$ cat src/rtl/fir_host_ctrl.sv
`default_nettype none
// ============================================================================
// Module   : fir_host_ctrl
// Brief    : Frame sequencer between a valid/ready sample stream, the fir
//            memory-mapped bus and a valid/ready result stream. Clears the
//            fir, loads one frame, starts it, polls busy, reads back and
//            streams every result.
// Revision : 1.0 - initial release
// ============================================================================
module fir_host_ctrl #(
    parameter int N_SAMPLES   = 36,
    parameter int DW          = 16,
    parameter int AW          = 16,
    parameter int ADDR_STRIDE = 4,
    parameter int BSY_TIMEOUT = 1024
) (
    input  logic          clk,
    input  logic          rst,
    input  logic          s_valid,
    output logic          s_ready,
    input  logic [DW-1:0] s_data,
    output logic          m_valid,
    input  logic          m_ready,
    output logic [DW-1:0] m_data,
    output logic [1:0]    fir_ctrl,
    output logic [DW-1:0] fir_din,
    output logic [AW-1:0] fir_addr,
    input  logic [DW-1:0] fir_dout,
    input  logic          fir_bsy,
    output logic          busy,
    output logic          done,
    output logic          err
);

    localparam int c_KW = $clog2(N_SAMPLES + 1);
    localparam int c_TW = (BSY_TIMEOUT > 1) ? $clog2(BSY_TIMEOUT) : 1;

    localparam logic [c_KW-1:0] c_K_FIRST   = c_KW'(1);
    localparam logic [c_KW-1:0] c_K_LAST    = c_KW'(N_SAMPLES);
    localparam logic [c_TW-1:0] c_T_LAST    = c_TW'(BSY_TIMEOUT - 1);
    localparam logic [1:0]      c_CMD_NOP   = 2'b00;
    localparam logic [1:0]      c_CMD_CLR   = 2'b10;
    localparam logic [1:0]      c_CMD_START = 2'b01;

    // The highest sample address must fit in the fir address bus.
    if ((longint'(N_SAMPLES) * longint'(ADDR_STRIDE)) >= (longint'(1) << AW)) begin : g_addr_range_check
        $error("fir_host_ctrl: N_SAMPLES*ADDR_STRIDE does not fit in AW bits");
    end

    typedef enum logic [3:0] {
        ST_IDLE      = 4'd0,
        ST_CLR       = 4'd1,
        ST_CLR_GAP   = 4'd2,
        ST_LOAD      = 4'd3,
        ST_PARK      = 4'd4,
        ST_START     = 4'd5,
        ST_START_GAP = 4'd6,
        ST_POLL      = 4'd7,
        ST_RD_ADDR   = 4'd8,
        ST_RD_WAIT   = 4'd9,
        ST_RD_CAP    = 4'd10,
        ST_RD_OUT    = 4'd11,
        ST_DONE      = 4'd12
    } state_t;

    state_t          r_state;
    state_t          w_state;
    logic [c_KW-1:0] r_k;
    logic [c_KW-1:0] w_k;
    logic [DW-1:0]   r_s0;
    logic [DW-1:0]   w_s0;
    logic [c_TW-1:0] r_timer;
    logic [c_TW-1:0] w_timer;

    logic            w_s_ready;
    logic            w_m_valid;
    logic [DW-1:0]   w_m_data;
    logic [1:0]      w_fir_ctrl;
    logic [DW-1:0]   w_fir_din;
    logic [AW-1:0]   w_fir_addr;
    logic            w_done;
    logic            w_err;
    logic [AW-1:0]   w_k_addr;
    logic            w_hs;

    // Next state and next value of every registered output.
    always_comb begin
        w_state    = r_state;
        w_k        = r_k;
        w_s0       = r_s0;
        w_timer    = r_timer;
        w_s_ready  = s_ready;
        w_m_valid  = m_valid;
        w_m_data   = m_data;
        w_fir_ctrl = fir_ctrl;
        w_fir_din  = fir_din;
        w_fir_addr = fir_addr;
        w_done     = 1'b0;
        w_err      = err;
        w_k_addr   = AW'(r_k) * AW'(ADDR_STRIDE);
        w_hs       = s_valid & s_ready;

        case (r_state)
            ST_IDLE: begin
                w_s_ready  = 1'b0;
                w_fir_addr = '0;
                // The waiting sample is left for LOAD; only the clear starts here.
                if (s_valid) begin
                    w_fir_ctrl = c_CMD_CLR;
                    w_state    = ST_CLR;
                end
            end
            ST_CLR: begin
                w_fir_ctrl = c_CMD_NOP;
                w_state    = ST_CLR_GAP;
            end
            ST_CLR_GAP: begin
                w_k       = c_K_FIRST;
                w_s_ready = 1'b1;
                w_state   = ST_LOAD;
            end
            ST_LOAD: begin
                if (w_hs) begin
                    w_fir_din  = s_data;
                    w_fir_addr = w_k_addr;
                    if (r_k == c_K_FIRST) begin
                        w_s0 = s_data;
                    end
                    if (r_k == c_K_LAST) begin
                        w_s_ready = 1'b0;
                        w_state   = ST_PARK;
                    end else begin
                        w_k = r_k + c_KW'(1);
                    end
                end else begin
                    w_fir_addr = '0;
                end
            end
            ST_PARK: begin
                w_fir_addr = '0;
                w_fir_din  = r_s0;
                w_state    = ST_START;
            end
            ST_START: begin
                w_fir_ctrl = c_CMD_START;
                w_state    = ST_START_GAP;
            end
            ST_START_GAP: begin
                w_fir_ctrl = c_CMD_NOP;
                w_timer    = '0;
                w_state    = ST_POLL;
            end
            ST_POLL: begin
                if (!fir_bsy) begin
                    w_k     = c_K_FIRST;
                    w_state = ST_RD_ADDR;
                end else if (r_timer == c_T_LAST) begin
                    w_err   = 1'b1;
                    w_state = ST_IDLE;
                end else begin
                    w_timer = r_timer + c_TW'(1);
                end
            end
            ST_RD_ADDR: begin
                w_fir_addr = w_k_addr;
                w_state    = ST_RD_WAIT;
            end
            ST_RD_WAIT: begin
                w_state = ST_RD_CAP;
            end
            ST_RD_CAP: begin
                w_m_data  = fir_dout;
                w_m_valid = 1'b1;
                w_state   = ST_RD_OUT;
            end
            ST_RD_OUT: begin
                if (m_ready) begin
                    w_m_valid = 1'b0;
                    if (r_k == c_K_LAST) begin
                        w_done     = 1'b1;
                        w_fir_addr = '0;
                        w_state    = ST_DONE;
                    end else begin
                        w_k     = r_k + c_KW'(1);
                        w_state = ST_RD_ADDR;
                    end
                end
            end
            ST_DONE: begin
                w_fir_addr = '0;
                w_state    = ST_IDLE;
            end
            default: begin
                w_state = ST_IDLE;
            end
        endcase
    end

    // State, counters and all outputs registered on the rising edge.
    always_ff @(posedge clk) begin
        if (!rst) begin
            r_state  <= ST_IDLE;
            r_k      <= '0;
            r_s0     <= '0;
            r_timer  <= '0;
            s_ready  <= 1'b0;
            m_valid  <= 1'b0;
            m_data   <= '0;
            fir_ctrl <= c_CMD_NOP;
            fir_din  <= '0;
            fir_addr <= '0;
            busy     <= 1'b0;
            done     <= 1'b0;
            err      <= 1'b0;
        end else begin
            r_state  <= w_state;
            r_k      <= w_k;
            r_s0     <= w_s0;
            r_timer  <= w_timer;
            s_ready  <= w_s_ready;
            m_valid  <= w_m_valid;
            m_data   <= w_m_data;
            fir_ctrl <= w_fir_ctrl;
            fir_din  <= w_fir_din;
            fir_addr <= w_fir_addr;
            busy     <= (w_state != ST_IDLE);
            done     <= w_done;
            err      <= w_err;
        end
    end

endmodule
`default_nettype wire

$ cat config.mk
export PLATFORM = sky130hd
export DESIGN_NAME = fir_host_ctrl
export DESIGN_NICKNAME = d
export VERILOG_FILES = /design/src/rtl/fir_host_ctrl.sv
export SDC_FILE = /design/constraint.sdc
export NUM_CORES = 1
export LEC_CHECK = 0
export ABC_AREA = 1
export CAP_MARGIN = 25
export CELL_PAD_IN_SITES_DETAIL_PLACEMENT = 1
export CELL_PAD_IN_SITES_GLOBAL_PLACEMENT = 1
export CORE_ASPECT_RATIO = 0.5
export CORE_MARGIN = 5
export CORE_UTILIZATION = 35
export DETAILED_ROUTE_END_ITERATION = 12
export PLACE_DENSITY_LB_ADDON = 0.25
export SLEW_MARGIN = 20
export SYNTH_ARGS = -nofsm -noshare
export SYNTH_HDL_FRONTEND = slang
export SYNTH_SLANG_ARGS = --single-unit
$ cat constraint.sdc
create_clock -name clk -period 1.9 [get_ports clk]
set_input_delay 0.57 -clock clk [delete_from_list [all_inputs] [get_ports clk]]
set_output_delay 0.57 -clock clk [all_outputs]
set_load 0.05 [all_outputs]
==> results.py, run 1 <==
metrics = {
    "run_status": {
        "status": "finished, final reports clean",
    },
    "detailed_routing": {
        "first_pass_iters": 4,
        "routed-via-count": 3718,
        "drcViolationCount": 0,
        "wl_mm": 11.2,
        "drtIter0Drc": 198,
        "viasPerCell": 4.92,
        "antenna_left": 0,
        "wl_per_cell_um": 14.8,
    },
    "sta": {
        "period_share_pct": 89.9,
        "slew_viol_final": 0,
        "relSlewSlack_pct": 61.3,
        "clock.fmax_mhz": 586,
        "final.setup.tns_ns": 0,
        "skew_ns": 0.00563,
        "period_needed_ns": 1.71,
        "rsz0062_at_grt": "no",
        "hold_viol": 0,
        "timing_worst_slew_pin_value_ns": 0.578,
        "setup_viol": 0,
    },
    "yosys": {
        "synth-edff-count": 0,
        "ys_warn_count": 0,
        "ys_types": 28,
        "synth_ff_type": "dfxtp_1",
        "synth_cells": 515,
        "syn_area_sq_mm": 0.00369,
        "async_flop_share_pct": 0,
        "synth-seq-cells": 81,
        "synth.avg_cell_area_sq_um": 7.16,
        "yosysSeqAreaShare_pct": 44.0,
    },
    "cts": {
        "holdBufCountCts": 0,
        "cts_buffers": 9,
        "tritoncts": "yes",
        "cts_root_buf": "clkbuf_16",
        "cts_max_path_buffers": 2,
        "clkSinkCount": 81,
        "cts_resized": 0,
        "postCtsSetupRepairBufs": 0,
        "clk_pin_slew_ns": 0.06,
        "insertion_delay_ns": 0.34,
        "htreeDepth": 3,
    },
    "cells_and_area": {
        "syn_to_final_growth_pct": 34.7,
        "layout.nets": 652,
        "drive_above_1_share_pct": 17.9,
        "fin_cells": 756,
        "diodes": 0,
        "design_area_sq_mm": 0.00496,
    },
    "grt": {
        "grt_max_degree": 53,
        "grt_use_total_pct": 18.3,
        "grt_pass1_wl_mm": 18.8,
        "grt_overflow": 0,
        "grt_pass1_vias": 3773,
        "antenna_found_initial": 0,
    },
    "worst_setup_path": {
        "start_kind": "flop",
        "critPathKind": "reg2reg",
        "r2r_setup_slack_ns": 0.19,
        "r2r_end": "busy",
        "endpoint_kind": "flop",
        "required_ns": 2.13,
        "r2r-start": "r_k[1]",
        "cp.arrival_ns": 1.94,
        "r2r_cells": 9,
        "cp_max_fo": 5,
    },
    "floorplan": {
        "io-pin-count": 92,
        "die_h_um": 82.6,
        "coreArea_sq_mm": 0.0102,
        "die_x_um": 155,
        "row_count": 26,
        "die_area_sq_mm": 0.0128,
        "start_util_pct": 36.0,
    },
    "place": {
        "placed_cells": 740,
        "place_area_sq_mm": 0.00464,
        "gp_routability_congestion": 0.838,
        "dp_hpwl_mm": 7.90,
        "port_buffers": 81,
    },
    "min_path": {
        "min_path_cells": 2,
        "hp-class": "reg2reg",
        "min-delay-start": "fir_ctrl[0]",
        "hold_path_end": "fir_ctrl[0]",
    },
    "run": {
        "cap_violations": 0,
    },
    "power_and_ir_drop": {
        "power.density_mw_per_mm2": 952,
        "ir_drop_mv": 0.479,
        "leakagePower_nw": 2.12,
    },
}
## routing by layer
| layer | vias up | share of wire, % | track usage [%] |
|---|---|---|---|
| li1 | 1874 | - | - |
| met1 | 1784 | 48 | 23.3 |
| met3 | 8 | 3.2 | 4.16 |
| met5 | - | 0 | 0 |
| met4 | 0 | 0.98 | 5.02 |
| met2 | 52 | 48 | 31.6 |
## cell usage in the layout (no fill, tap or decap), drive strengths merged, types with 2 or more instances in the layout
master,netlist,routed
nor2,105,105
nand2,93,93
dfxtp,81,81
buf,21,73
o21ai,62,62
nand3,44,44
clkdlybuf4s50,0,36
inv,31,31
a21oi,28,28
a31oi,17,17
clkbuf,12,12
conb,1,10
nand4,7,7
ha,4,4
o21bai,2,2
nand3b,2,2
xor2,2,2
clkinvlp,0,2
## kinds of logic after synthesis
| group | synth area share, % |
|---|---|
| AND/OR/NAND/NOR | 30.1 |
| AO/OA/AOI/OAI | 15.8 |
| flip-flops | 44.0 |
| buffers and inverters | 8.15 |
| adder cells (fa/ha/maj) | 1.36 |
| XOR/XNOR | 0.475 |
| other | 0.102 |
## stage by stage
step	util [%]	total power, W	hold slack [ns]	setup slack [ns]
after floorplan	-	0.00250	0.467	0.329
after global placement	45.3	0.00288	0.448	-0.0528
after detailed placement	45.3	0.00291	0.458	-0.118
after CTS	48.4	0.00476	0.469	0.169
after global routing	48.4	0.00495	0.504	0.0195
final	48.4	0.00473	0.466	0.193
## synthesized netlist by cell type (all sizes together), types with 2 or more instances
master	number	share of area, %
nor2	105	12
nand2	93	10
dfxtp	81	44
o21ai	62	8.4
nand3	44	6.1
inv	31	3.2
a21oi	28	3.8
buf	21	3.8
a31oi	17	2.9
clkbuf	12	1.2
nand4	7	1.2
ha	4	1.4
nand3b	2	0.41
o21bai	2	0.41
xor2	2	0.48
## critical path, cell delays in order (launching register included)
cell	delay, ns
dfxtp_1	0.36
inv_1	0.12
ha_1	0.15
nand3_1	0.11
nor2_2	0.22
nor2_1	0.08
nor2_1	0.24
nand3_1	0.12
o21bai_1	0.13
nand2_1	0.06
## flip-flops by register name, summed over array words and instances (netlist names), 2 cells and up
name	flops
m_data	16
fir_din	16
r_state	4
r_timer	10
r_s0	16
fir_ctrl	2
fir_addr	6
r_k	6
## worst max-delay path by stage
stage / startpoint / end
2_1_floorplan: s_ready / r_s0[10]
3_3_place_gp: s_valid / fir_din[15]
3_5_place_dp: s_valid / fir_din[12]
4_1_cts: r_state[0] / fir_addr[7]
5_1_grt: r_k[1] / busy
6_report: r_k[1] / busy
## power breakdown
| group | switching, W | internal (W) |
|---|---|---|
| combinational | 0.000697 | 0.000365 |
| clock | 0.000715 | 0.00112 |
| sequential | 0.0000582 | 0.00177 |
## area by class of cell
class / instances / area [sq um]
Clock buffer: 12 / 267
Clock inverter: 4 / 50.0
Fill cell: 1296 / 5280
Inverter: 31 / 116
Multi-Input combinational cell: 379 / 1800
Sequential cell: 81 / 1620
Tap cell: 140 / 175
Timing Repair Buffer: 109 / 933
Note: power is estimated with default switching activity, not from simulation.
==> inputs of run 2 (changes only) <==
Settings changed: CORE_UTILIZATION 35 to 44, DONT_BUFFER_PORTS from default to 1.
==> results.py, run 2 (synthesis results as in run 1) <==
metrics = {
    "run_status": {
        "status": "finished, final reports clean",
    },
    "worst_setup_path": {
        "critPathKind": "reg2reg",
        "endpoint_kind": "flop",
        "cp_max_fo": 15,
        "crit_slowest_cell": "dfxtp_1",
        "r2r_setup_slack_ns": 0.19,
        "r2r_end": "r_timer[1]",
        "start_kind": "flop",
        "crit_path_cell_trace": "ha_1, inv_1, nor2_2, nand3_1, nand2_4, nand2_4, inv_1, nand2_1, a21oi_1",
        "cp.arrival_ns": 1.98,
        "r2r_cells": 9,
        "required_ns": 2.17,
        "r2r-start": "r_timer[1]",
        "critPathMaxStageDelay_ns": 0.38,
    },
    "sta": {
        "skew_ns": 0.00665,
        "timing_worst_slew_pin_value_ns": 0.567,
        "rsz0062_at_grt": "no",
        "period_share_pct": 90.1,
        "final.setup.tns_ns": 0,
        "hold_viol": 0,
        "relSlewSlack_pct": 62.1,
        "slew_viol_final": 0,
        "period_needed_ns": 1.71,
        "setup_viol": 0,
        "clock.fmax_mhz": 584,
    },
    "power_and_ir_drop": {
        "power.density_mw_per_mm2": 1050,
        "totalPowerFinal_w": 0.00425,
        "seqPwrFrac_pct": 45.4,
        "pwr-share-clk_pct": 37.7,
        "ir_drop_mv": 0.465,
        "p_comb_share_pct": 16.9,
        "leakagePower_nw": 1.61,
        "switchingPower_w": 0.00137,
        "sw_frac_of_total_pct": 32.3,
        "intPower_w": 0.00288,
    },
    "detailed_routing": {
        "wl_per_cell_um": 16.1,
        "routed-via-count": 3380,
        "drcViolationCount": 0,
        "drtIter0Drc": 184,
        "antenna_left": 0,
        "wl_mm": 10.1,
        "first_pass_iters": 4,
        "viasPerCell": 5.38,
    },
    "cts": {
        "htreeDepth": 3,
        "cts_resized": 0,
        "cts_max_path_buffers": 2,
        "cts_buffers": 9,
        "postCtsSetupRepairBufs": 0,
        "clkSinkCount": 81,
        "insertion_delay_ns": 0.34,
        "cts_root_buf": "clkbuf_16",
        "holdBufCountCts": 0,
        "clk_pin_slew_ns": 0.06,
        "tritoncts": "yes",
    },
    "cells_and_area": {
        "diodes": 0,
        "design_area_sq_mm": 0.00405,
        "multi_input_area_sq_mm": 0.00181,
        "final_cell_mix": "nor2_1, nand2_1, dfxtp_1",
        "reg.largest.list": "fir_din: 16 flops, m_data: 16 flops, r_s0: 16 flops",
        "drive_above_1_share_pct": 9.30,
        "final_common_cell": "nor2_1",
        "layout.nets": 553,
        "regArea_sq_mm": 0.00162,
        "fillers": 1039,
        "syn_to_final_growth_pct": 9.88,
        "post-route-util_pct": 50.1,
    },
    "floorplan": {
        "row_count": 23,
        "die_x_um": 139,
        "die_h_um": 74.7,
        "start_util_pct": 45.6,
        "die_area_sq_mm": 0.0104,
        "coreArea_sq_mm": 0.00809,
        "io-pin-count": 92,
    },
    "grt": {
        "grt_max_degree": 55,
        "grt_use_total_pct": 20.2,
        "grt_overflow": 0,
        "antenna_found_initial": 0,
        "grt_pass1_vias": 3425,
        "grt_pass1_wl_mm": 16.9,
    },
    "min_path": {
        "min_path_cells": 2,
        "hp-class": "in2reg",
        "hold_path_end": "r_state[1]",
        "min-delay-start": "rst",
    },
    "run": {
        "cap_violations": 0,
    },
    "place": {
        "place_area_sq_mm": 0.00376,
        "gp_routability_congestion": 0.840,
        "dp_hpwl_mm": 7.12,
        "port_buffers": 0,
    },
}
## run 2: cell count changes in the layout (fill, tap and decap cells not counted), moves of 2 or more
cell             change
buf_4               -62
clkbuf_8             -2
clkdlybuf4s50_1     -36
clkinvlp_4           +2
nor2_1               -2
## run 2: power by group through the flow
stage                     registers, W  clock network [W]  logic, W
final                          0.00193            0.00160  0.000716
after global routing           0.00194            0.00173  0.000808
after CTS                      0.00192            0.00164  0.000717
after detailed placement       0.00196                  0  0.000714
after global placement         0.00196                  0  0.000715
after floorplan                0.00196                  0  0.000538
## run 2: routing by layer
metal	routed length [um]	GRT usage (%)	vias to the layer above	share of wire, %
li1	-	-	1677	-
met1	4580	24.5	1628	45
met2	4740	34.6	60	47
met3	657	7.68	15	6.5
met4	113	5.21	0	1.1
met5	0	0	-	0
## run 2: how the worst max path moves through the flow
stage	from	end	slack [ns]	depth (start not counted)
2_1_floorplan	s_ready	r_s0[10]	0.33	8
5_1_grt	r_state[0]	r_k[0]	0.02	9
3_5_place_dp	r_k[0]	r_k[1]	0.20	9
6_report	r_timer[1]	r_timer[1]	0.19	9
3_3_place_gp	r_k[0]	busy	0.25	9
4_1_cts	r_k[0]	r_k[1]	0.18	9
## run 2: worst max-delay path, delay by kind of cell, from the launching register on
kind | cells | cell delay [ns]
AOI/OAI and AO/OA | 1 | 0.13
adders and majority gates | 1 | 0.22
buffers and inverters | 2 | 0.22
DFF | 1 | 0.38
and+or+nand+nor | 5 | 0.69
## run 2: layout make-up
cell class              count  area share (%)
clock buffers              11            5.99
clock inverters             4           0.741
inverters                  31            2.87
multi-input cells         379            44.7
flip-flops and latches     81            40.1
well taps                 112            3.46
repair buffers             10            2.16
## run 2: metrics by stage
step	cells	hold slack [ns]	setup WS (ns)
CTS	628	0.325	0.175
global route	628	0.326	0.0184
detailed placement	613	0.488	0.198
global placement	613	0.481	0.255
finish	628	0.341	0.188
floorplan	524	0.467	0.329
